==> src/rtl/snn_axil_param_slave.sv <==
// AXI4-Lite register bank for the SNN processor: CTRL/STATUS/parameter words,
// a start pulse and sticky done flag for the core, and a core-side read port.
module snn_axil_param_slave #(
  parameter int DATA_WIDTH = 32,
  parameter int ADDR_WIDTH = 8,
  parameter int NUM_REGS   = 16
) (
  input  logic                        ACLK,
  input  logic                        ARESET,
  input  logic [ADDR_WIDTH-1:0]       S_AXI_AWADDR,
  input  logic [2:0]                  S_AXI_AWPROT,
  input  logic                        S_AXI_AWVALID,
  output logic                        S_AXI_AWREADY,
  input  logic [DATA_WIDTH-1:0]       S_AXI_WDATA,
  input  logic [DATA_WIDTH/8-1:0]     S_AXI_WSTRB,
  input  logic                        S_AXI_WVALID,
  output logic                        S_AXI_WREADY,
  output logic [1:0]                  S_AXI_BRESP,
  output logic                        S_AXI_BVALID,
  input  logic                        S_AXI_BREADY,
  input  logic [ADDR_WIDTH-1:0]       S_AXI_ARADDR,
  input  logic [2:0]                  S_AXI_ARPROT,
  input  logic                        S_AXI_ARVALID,
  output logic                        S_AXI_ARREADY,
  output logic [DATA_WIDTH-1:0]       S_AXI_RDATA,
  output logic [1:0]                  S_AXI_RRESP,
  output logic                        S_AXI_RVALID,
  input  logic                        S_AXI_RREADY,
  output logic                        core_start,
  input  logic                        core_busy,
  input  logic                        core_done,
  input  logic [$clog2(NUM_REGS)-1:0] core_rd_addr,
  output logic [DATA_WIDTH-1:0]       core_rd_data
);

  localparam int NB      = DATA_WIDTH / 8;
  localparam int IDX_W   = ADDR_WIDTH - 2;
  localparam int CORE_AW = $clog2(NUM_REGS);
  localparam logic [IDX_W:0]   NUM_REGS_L = NUM_REGS[IDX_W:0];
  localparam logic [IDX_W-1:0] IDX_CTRL   = IDX_W'(0);
  localparam logic [IDX_W-1:0] IDX_STATUS = IDX_W'(1);
  localparam logic [1:0] RESP_OKAY   = 2'b00;
  localparam logic [1:0] RESP_SLVERR = 2'b10;

  typedef enum logic [1:0] {W_IDLE, W_HAVE_A, W_HAVE_D, W_RESP} w_state_e;
  typedef enum logic {R_IDLE, R_RESP} r_state_e;

  w_state_e w_state_q, w_state_d;
  r_state_e r_state_q, r_state_d;
  logic awready_q, awready_d, wready_q, wready_d, bvalid_q, bvalid_d;
  logic [1:0] bresp_q, bresp_d, rresp_q, rresp_d;
  logic arready_q, arready_d, rvalid_q, rvalid_d;
  logic [DATA_WIDTH-1:0] rdata_q, rdata_d, wdata_q, wdata_d;
  logic [NB-1:0] wstrb_q, wstrb_d;
  logic [IDX_W-1:0] waddr_q, waddr_d;
  logic [NUM_REGS-1:0][DATA_WIDTH-1:0] regs_q, regs_d;
  logic done_q, done_d, core_start_q, core_start_d;
  logic [DATA_WIDTH-1:0] core_rd_data_q, core_rd_data_d;

  logic                  commit_en;
  logic [IDX_W-1:0]      commit_idx;
  logic [DATA_WIDTH-1:0] commit_data;
  logic [NB-1:0]         commit_strb;
  logic                  ctrl_hit;

  logic aw_hs, w_hs, ar_hs;
  logic [IDX_W-1:0] aw_idx, ar_idx;
  logic unused_bits;

  assign aw_hs  = S_AXI_AWVALID & awready_q;
  assign w_hs   = S_AXI_WVALID & wready_q;
  assign ar_hs  = S_AXI_ARVALID & arready_q;
  assign aw_idx = S_AXI_AWADDR[ADDR_WIDTH-1:2];
  assign ar_idx = S_AXI_ARADDR[ADDR_WIDTH-1:2];
  assign unused_bits = ^{S_AXI_AWPROT, S_AXI_ARPROT, S_AXI_AWADDR[1:0], S_AXI_ARADDR[1:0]};

  function automatic logic in_range(input logic [IDX_W-1:0] idx);
    return ({1'b0, idx} < NUM_REGS_L);
  endfunction

  function automatic logic [DATA_WIDTH-1:0] word_value(
      input logic [NUM_REGS-1:0][DATA_WIDTH-1:0] regs,
      input logic done, input logic busy, input logic [IDX_W-1:0] idx);
    logic [DATA_WIDTH-1:0] val;
    val = '0;
    if (idx == IDX_STATUS) begin
      val[1] = done;
      val[0] = busy;
    end else if (in_range(idx)) begin
      val = regs[idx[CORE_AW-1:0]];
    end
    return val;
  endfunction

  // Write channel: collect AW and W in either order, commit once both are in, then hold B.
  always_comb begin
    w_state_d   = w_state_q;
    waddr_d     = waddr_q;
    wdata_d     = wdata_q;
    wstrb_d     = wstrb_q;
    bresp_d     = bresp_q;
    commit_en   = 1'b0;
    commit_idx  = waddr_q;
    commit_data = wdata_q;
    commit_strb = wstrb_q;
    case (w_state_q)
      W_IDLE: begin
        if (aw_hs && w_hs) begin
          commit_en   = 1'b1;
          commit_idx  = aw_idx;
          commit_data = S_AXI_WDATA;
          commit_strb = S_AXI_WSTRB;
          w_state_d   = W_RESP;
        end else if (aw_hs) begin
          waddr_d   = aw_idx;
          w_state_d = W_HAVE_A;
        end else if (w_hs) begin
          wdata_d   = S_AXI_WDATA;
          wstrb_d   = S_AXI_WSTRB;
          w_state_d = W_HAVE_D;
        end
      end
      W_HAVE_A: begin
        if (w_hs) begin
          commit_en   = 1'b1;
          commit_data = S_AXI_WDATA;
          commit_strb = S_AXI_WSTRB;
          w_state_d   = W_RESP;
        end
      end
      W_HAVE_D: begin
        if (aw_hs) begin
          commit_en  = 1'b1;
          commit_idx = aw_idx;
          w_state_d  = W_RESP;
        end
      end
      W_RESP: begin
        if (S_AXI_BREADY) w_state_d = W_IDLE;
      end
      default: w_state_d = W_IDLE;
    endcase
    if (commit_en) bresp_d = in_range(commit_idx) ? RESP_OKAY : RESP_SLVERR;
    awready_d = (w_state_d == W_IDLE) || (w_state_d == W_HAVE_D);
    wready_d  = (w_state_d == W_IDLE) || (w_state_d == W_HAVE_A);
    bvalid_d  = (w_state_d == W_RESP);
  end

  // Register file update, CTRL pulse bits, done flag and the core read port.
  always_comb begin
    regs_d = regs_q;
    if (commit_en && in_range(commit_idx) && (commit_idx != IDX_STATUS)) begin
      for (int b = 0; b < NB; b++) begin
        if (commit_strb[b]) regs_d[commit_idx[CORE_AW-1:0]][8*b +: 8] = commit_data[8*b +: 8];
      end
    end
    regs_d[0][1:0] = 2'b00;
    regs_d[1]      = '0;
    ctrl_hit       = commit_en && (commit_idx == IDX_CTRL) && commit_strb[0];
    core_start_d   = ctrl_hit && commit_data[0];
    done_d         = core_done | (done_q & ~(ctrl_hit & commit_data[1]));
    core_rd_data_d = word_value(regs_d, done_d, core_busy, IDX_W'(core_rd_addr));
  end

  // Read channel: sample the addressed word on the AR handshake and hold it until RREADY.
  always_comb begin
    r_state_d = r_state_q;
    rdata_d   = rdata_q;
    rresp_d   = rresp_q;
    case (r_state_q)
      R_IDLE: begin
        if (ar_hs) begin
          rdata_d   = word_value(regs_q, done_q, core_busy, ar_idx);
          rresp_d   = in_range(ar_idx) ? RESP_OKAY : RESP_SLVERR;
          r_state_d = R_RESP;
        end
      end
      R_RESP: begin
        if (S_AXI_RREADY) r_state_d = R_IDLE;
      end
      default: r_state_d = R_IDLE;
    endcase
    arready_d = (r_state_d == R_IDLE);
    rvalid_d  = (r_state_d == R_RESP);
  end

  // State and registered outputs; reset drops any in-flight transaction.
  always_ff @(posedge ACLK) begin
    if (ARESET) begin
      w_state_q      <= W_IDLE;
      r_state_q      <= R_IDLE;
      awready_q      <= 1'b0;
      wready_q       <= 1'b0;
      bvalid_q       <= 1'b0;
      bresp_q        <= 2'b00;
      arready_q      <= 1'b0;
      rvalid_q       <= 1'b0;
      rdata_q        <= '0;
      rresp_q        <= 2'b00;
      waddr_q        <= '0;
      wdata_q        <= '0;
      wstrb_q        <= '0;
      regs_q         <= '0;
      done_q         <= 1'b0;
      core_start_q   <= 1'b0;
      core_rd_data_q <= '0;
    end else begin
      w_state_q      <= w_state_d;
      r_state_q      <= r_state_d;
      awready_q      <= awready_d;
      wready_q       <= wready_d;
      bvalid_q       <= bvalid_d;
      bresp_q        <= bresp_d;
      arready_q      <= arready_d;
      rvalid_q       <= rvalid_d;
      rdata_q        <= rdata_d;
      rresp_q        <= rresp_d;
      waddr_q        <= waddr_d;
      wdata_q        <= wdata_d;
      wstrb_q        <= wstrb_d;
      regs_q         <= regs_d;
      done_q         <= done_d;
      core_start_q   <= core_start_d;
      core_rd_data_q <= core_rd_data_d;
    end
  end

  assign S_AXI_AWREADY = awready_q;
  assign S_AXI_WREADY  = wready_q;
  assign S_AXI_BVALID  = bvalid_q;
  assign S_AXI_BRESP   = bresp_q;
  assign S_AXI_ARREADY = arready_q;
  assign S_AXI_RVALID  = rvalid_q;
  assign S_AXI_RDATA   = rdata_q;
  assign S_AXI_RRESP   = rresp_q;
  assign core_start    = core_start_q;
  assign core_rd_data  = core_rd_data_q;

endmodule

==> config.mk <==
export PLATFORM = sky130hd
export DESIGN_NAME = snn_axil_param_slave
export DESIGN_NICKNAME = d
export VERILOG_FILES = /design/src/rtl/snn_axil_param_slave.sv
export SDC_FILE = /design/constraint.sdc
export NUM_CORES = 1
export LEC_CHECK = 0
export BUFFER_PORTS_ARGS = -buffer_cell sky130_fd_sc_hd__buf_2
export CELL_PAD_IN_SITES_DETAIL_PLACEMENT = 1
export CELL_PAD_IN_SITES_GLOBAL_PLACEMENT = 1
export CORE_UTILIZATION = 54
export CTS_BUF_LIST = sky130_fd_sc_hd__clkbuf_8
export CTS_CLUSTER_SIZE = 40
export DETAILED_ROUTE_END_ITERATION = 12
export PLACE_DENSITY_LB_ADDON = 0.1
export SKIP_CTS_REPAIR_TIMING = 1
export SYNTH_ARGS = -nofsm -noshare
export SYNTH_HDL_FRONTEND = slang
export SYNTH_SLANG_ARGS = --single-unit
==> constraint.sdc <==
create_clock -name ACLK -period 8.7 [get_ports ACLK]
set_input_delay 0.87 -clock ACLK [delete_from_list [all_inputs] [get_ports ACLK]]
set_output_delay 0.87 -clock ACLK [all_outputs]
set_load 0.005 [all_outputs]
# Word-level counts from Yosys, hierarchy flattened
# Cells that the tools add are included.
[word_totals]
regBits = 631
inputBits = 71
out_inout_bits = 74
word_cells = 128
[op_classes]
order_cmp = 6
eq_ne = 9
muxes = 53
bitwise_logic = 11
reduce_logical = 16
[op_table]
columns = ["cell", "count"]
rows = [
  ["512-bit two-way mux", 8],
  ["512-bit bitwise mux", 4],
  ["32-bit demux with 4-bit select", 4],
  ["32-bit binary-select mux with 4-bit select", 2],
  ["32-bit two-way mux", 6],
  ["32-bit case mux with 2 select lines", 1],
  ["30-bit two-way mux", 1],
  ["24-bit two-way mux", 1],
  ["2-bit two-way mux", 10],
  ["16-bit two-way mux", 1],
  ["4-bit by 5-bit less-than comparator with 1-bit output (second input constant)", 3],
  ["6-bit by 5-bit less-than comparator with 1-bit output (second input constant)", 2],
  ["6-bit two-way mux", 2],
  ["6-bit case mux with 2 select lines", 1],
  ["2-bit == test (second input constant)", 4],
  ["4-bit two-way mux", 2],
  ["8-bit two-way mux", 1],
  ["2-bit case mux with 4 select lines", 1],
  ["4-bit case mux with 2 select lines", 1],
  ["1-bit logical AND", 7],
  ["6-bit by 1-bit == test with 1-bit output (second input constant)", 1],
  ["6-bit zero test", 1],
  ["6-bit by 1-bit inequality test with 1-bit output (second input constant)", 1],
  ["1-bit bitwise AND", 5],
  ["13 further kinds", 25],
]

# Longest topological paths before layout
[depth]
depth_word = 23
mapped_depth = 13
depth_no_buf = 8

# Worst setup path before layout
# OpenSTA, ideal clock, no wires.
[synth_path]
path_kind = "in2reg"
startpoint = "in S_AXI_AWADDR[2]"
endpoint = "reg core_rd_data_q[23] (netlist: core_rd_data[23])"
setup_time_ns = 0.127
t_arrival_ns = 3.302
t_required_ns = 8.573
setup_slack_ns = 5.272
cell_stages = 10
n_path_buf = 2
path_cell_list = "or2_2 -> or4_1 -> clkbuf_1 -> a222oi_1 -> clkbuf_1 -> mux2_2 -> a311oi_1 -> a221oi_1 -> o221ai_1 -> o21ai_0"
[synth_via]
elab_chain_len = 17
word_cells_on_any_way = 29
cone_classes = "order compare: 3; eq/ne: 1; mux: 22; reduce/logical: 3"
[synth_lines]
columns = ["item", "line_no", "source"]
rows = [
  ["start, declared", "10", "input logic [ADDR_WIDTH-1:0] S_AXI_AWADDR,"],
  ["6-bit two-way mux (on tied branches)", "132, 108", ""],
  ["6-bit case mux with 2 select lines *", "106", "case (w_state_q)"],
  ["32-bit demux with 4-bit select", "154", "if (commit_strb[b]) regs_d[commit_idx[CORE_AW-1:0]][8*b +: 8] = commit_data[8*b +: 8];"],
  ["512-bit bitwise mux", "154", ""],
  ["512-bit two-way mux", "154", ""],
  ["512-bit two-way mux", "152", "if (commit_en && in_range(commit_idx) && (commit_idx != IDX_STATUS)) begin"],
  ["512-bit bitwise mux", "154", ""],
  ["512-bit two-way mux", "154", ""],
  ["512-bit two-way mux", "152", ""],
  ["512-bit bitwise mux", "154", ""],
  ["512-bit two-way mux", "154", ""],
  ["512-bit two-way mux", "152", ""],
  ["512-bit bitwise mux", "154", ""],
  ["512-bit two-way mux", "154", ""],
  ["512-bit two-way mux *", "152", ""],
  ["32-bit binary-select mux with 4-bit select *", "90", "val = regs[idx[CORE_AW-1:0]];"],
  ["32-bit two-way mux (not written as such) *", "90", ""],
  ["end signal, assigned", "224", "core_rd_data_q <= core_rd_data_d;"],
  ["end, declared", "58", "logic [DATA_WIDTH-1:0] core_rd_data_q, core_rd_data_d;"],
]
# Every way passes the cells marked *; elsewhere a longest branch is shown, timed or not. The select of a mux whose other input is x is not followed.
# A chain may end at the register's enable or synchronous reset.

# Worst setup path in the final report
[layout_path]
startpoint = "reg w_state_q[1]"
endpoint = "reg core_rd_data_q[1] (netlist: core_rd_data[1])"
[layout_via]
elab_chain_len = 21
word_cells_on_any_way = 41
cone_classes = "order compare: 3; eq/ne: 3; mux: 24; bitwise: 4; reduce/logical: 7"
[layout_lines]
columns = ["item", "line_no", "source"]
rows = [
  ["start, declared", "48", "w_state_e w_state_q, w_state_d;"],
  ["start signal, assigned", "208", "w_state_q <= w_state_d;"],
  ["2-bit == test or 2-bit zero test (tied branches)", "106", ""],
  ["6-bit case mux with 2 select lines", "106", ""],
  ["4-bit by 5-bit less-than comparator with 1-bit output (not written as such) or 4-bit by 1-bit >= comparator with 1-bit output (tied branches)", "154", ""],
  ["1-bit logical AND (not written as such)", "154", ""],
  ["8-bit two-way mux (not written as such)", "154", ""],
  ["32-bit demux with 4-bit select", "154", ""],
  ["512-bit bitwise mux", "154", ""],
  ["512-bit two-way mux", "154", ""],
  ["[5 not listed]", "n/a", ""],
  ["512-bit two-way mux", "154", ""],
  ["512-bit two-way mux", "152", ""],
  ["512-bit bitwise mux", "154", ""],
  ["512-bit two-way mux", "154", ""],
  ["512-bit two-way mux", "152", ""],
  ["32-bit binary-select mux with 4-bit select", "90", ""],
  ["32-bit two-way mux (not written as such)", "90", ""],
  ["2-bit two-way mux *", "86", "if (idx == IDX_STATUS) begin"],
]
# Marked as above.

==> impl_metrics.json <==
{
  "status": "finished clean",
  "synth.largest_area_cell": "dfxtp_1",
  "hpwl_mm": 69.19,
  "critical_path_arrival_ns": 5.44,
  "synthCells": 3167,
  "antenna_found_initial": 4,
  "layout.nets": 3246,
  "synth_edf_count": 0,
  "grt_use_total_pct": 39.73,
  "seq_area_frac_synth_pct": 40.63,
  "grt_start_max_net_pins": 222,
  "period_share_pct": 56.24,
  "vias": 27094,
  "relSlewSlack_pct": 16.31,
  "cts_max_path_buffers": 3,
  "drv_slew": 0,
  "placed_cell_area_mm2": 0.03026,
  "row_count": 85,
  "ys_warn_count": 0,
  "cp_max_fo": 22,
  "skew_ns": 0.01482,
  "finalCriticalPeriod_ns": 4.893,
  "tightest_slew_ns": 1.220,
  "maxCapViolCount": 0,
  "area_growth_pct": 10.05,
  "powerDensity_mw_per_mm2": 178.4,
  "synthTopCellsByArea": "dfxtp_1, mux2i_1, mux4_2",
  "placed_cells": 3768,
  "io_buffers": 132,
  "cp-end-kind": "register",
  "synth_most_common_cell": "dfxtp_1",
  "fin_tns_setup_ns": 0,
  "synth.distinct_cells": 73,
  "die-area_mm2": 0.05523,
  "clk_pin_slew_ns": 0.06,
  "clock_latency_ns": 0.71,
  "ir_drop_v": 0.0001336,
  "hp-class": "in -> reg",
  "clock_sinks": 595,
  "root_buffer": "clkbuf_8",
  "place_congestion": 0.9070,
  "drc": 0,
  "overflow": 0,
  "drt-pass1-iter-count": 6,
  "p_leak_nw": 13.70,
  "synth_area_per_cell_um2": 9.257,
  "cts_tree": "built",
  "ant_nets": 0,
  "grt_pass1_vias": 27913,
  "via_per_inst": 6.849,
  "numCtsBuffers": 101,
  "synth_common_cells": "dfxtp_1, nor2_1, mux2i_1",
  "start_kind": "register",
  "grt_pass1_wl_mm": 168.4,
  "core_area_mm2": 0.05371,
  "async_reset_ff_share_pct": 0,
  "routedWlPerCell_um": 28.38,
  "start_util_pct": 54.59,
  "synth_top_area_share_pct": 40.63,
  "power_mw": 5.755,
  "utilization_pct": 60.07,
  "worstSetupPathType": "reg -> reg",
  "syn_area_mm2": 0.02932,
  "fin_area_mm2": 0.03226,
  "io_pins": 145,
  "max_freq_mhz": 204.4,
  "synth_flop_cell": "dfxtp_1",
  "drtIter0Drc": 2924,
  "die_h_um": 235.0,
  "final_cells": 3956,
  "final_hold_viol_count": 0,
  "drive_above_1_share_pct": 16.55,
  "die_w_um": 235.0,
  "setup_viol": 0,
  "rsz0062_at_grt": "false",
  "wl_mm": 112.3,
  "worst_ep_required_time_ns": 9.24,
  "ys_ff_latch": 595,
  "ctsHtreeMaxLevel": 3
}
[sequential cells by signal, indices dropped and copies added, names as in the netlist, 2 cells and up]
register / flops
core_rd_data: 32
waddr_q: 6
S_AXI_RDATA: 32
wstrb_q: 4
wdata_q: 32
w_state_q: 2
regs_q: 478
[worst paths after layout]
path | startpoint | end | slack [ns] | depth (start not counted)
hold / removal | S_AXI_WDATA[17] | wdata_q[17]$_SDFFE_PP0P_ | 0.40 | 3
setup / recovery | w_state_q[1]$_SDFF_PP0_ | core_rd_data[1]$_SDFF_PP0_ | 3.81 | 8
hold reg to reg | wdata_q[10]$_SDFFE_PP0P_ | wdata_q[10]$_SDFFE_PP0P_ | 0.46 | 2
setup reg to reg | w_state_q[1]$_SDFF_PP0_ | core_rd_data[1]$_SDFF_PP0_ | 3.81 | 8
[worst max-delay path: stages, from the launching register on]
cell	delay, ns
dfxtp_1	0.35
and3b_1	0.52
nand3_1	0.67
a22oi_2	1.15
nand2_1	0.89
mux2i_1	0.31
o211a_1	0.25
o22a_1	0.17
a2111oi_2	0.39
[cell type report]
type	instances	area [µm²]
fill	6078	21440
multi-input combinational	2281	16330
sequential	595	11910
clock buffer	127	1748
timing repair buffer	187	1111
tap	696	870.8
clock inverter	58	246.5
inverter	9	33.78
antenna	3	7.507
[layout by cell type (no fill, tap or decap), types with 54 or more instances in the layout]
master and instances:
clkbuf_8 127, mux2_2 54, nand2_1 258, o211ai_1 62, o21ai_0 195, o22ai_1 85, nor2_1 538, buf_2 128
dfxtp_1 595, a21oi_1 98, buf_4 55, mux4_2 126, mux2i_1 375
[per-layer routing]
layer,wire length [µm],vias up,global-route usage [%]
met5,13,-,0
met4,4915,2,18.76
met3,10080,297,7.707
met2,51390,1418,63.06
met1,45900,13767,52.22
li1,-,11610,-
[kinds of logic after synthesis]
family,Yosys count,share of synthesized area [%]
buffers and inverters,292,3.909
other,1,0.01279
flip-flops,595,40.63
AND/OR/NAND/NOR,1021,14.95
AO/OA/AOI/OAI,703,15.95
multiplexers,555,24.56
[stage by stage]
stage / setup WS [ns] / hold WS, ns
after floorplan: 5.272 / 0.4329
after CTS: 3.999 / 0.3610
after global placement: 3.493 / 0.4392
after global routing: 3.624 / 0.3804
after detailed placement: 3.425 / 0.4492
final: 3.807 / 0.4027
[where the power goes]
| group | internal (mW) | switching, mW |
|---|---|---|
| logic | 0.121 | 0.366 |
| clock network | 1.31 | 1.20 |
| registers | 2.75 | 0.0161 |
Power figures use the tool's default switching activity.
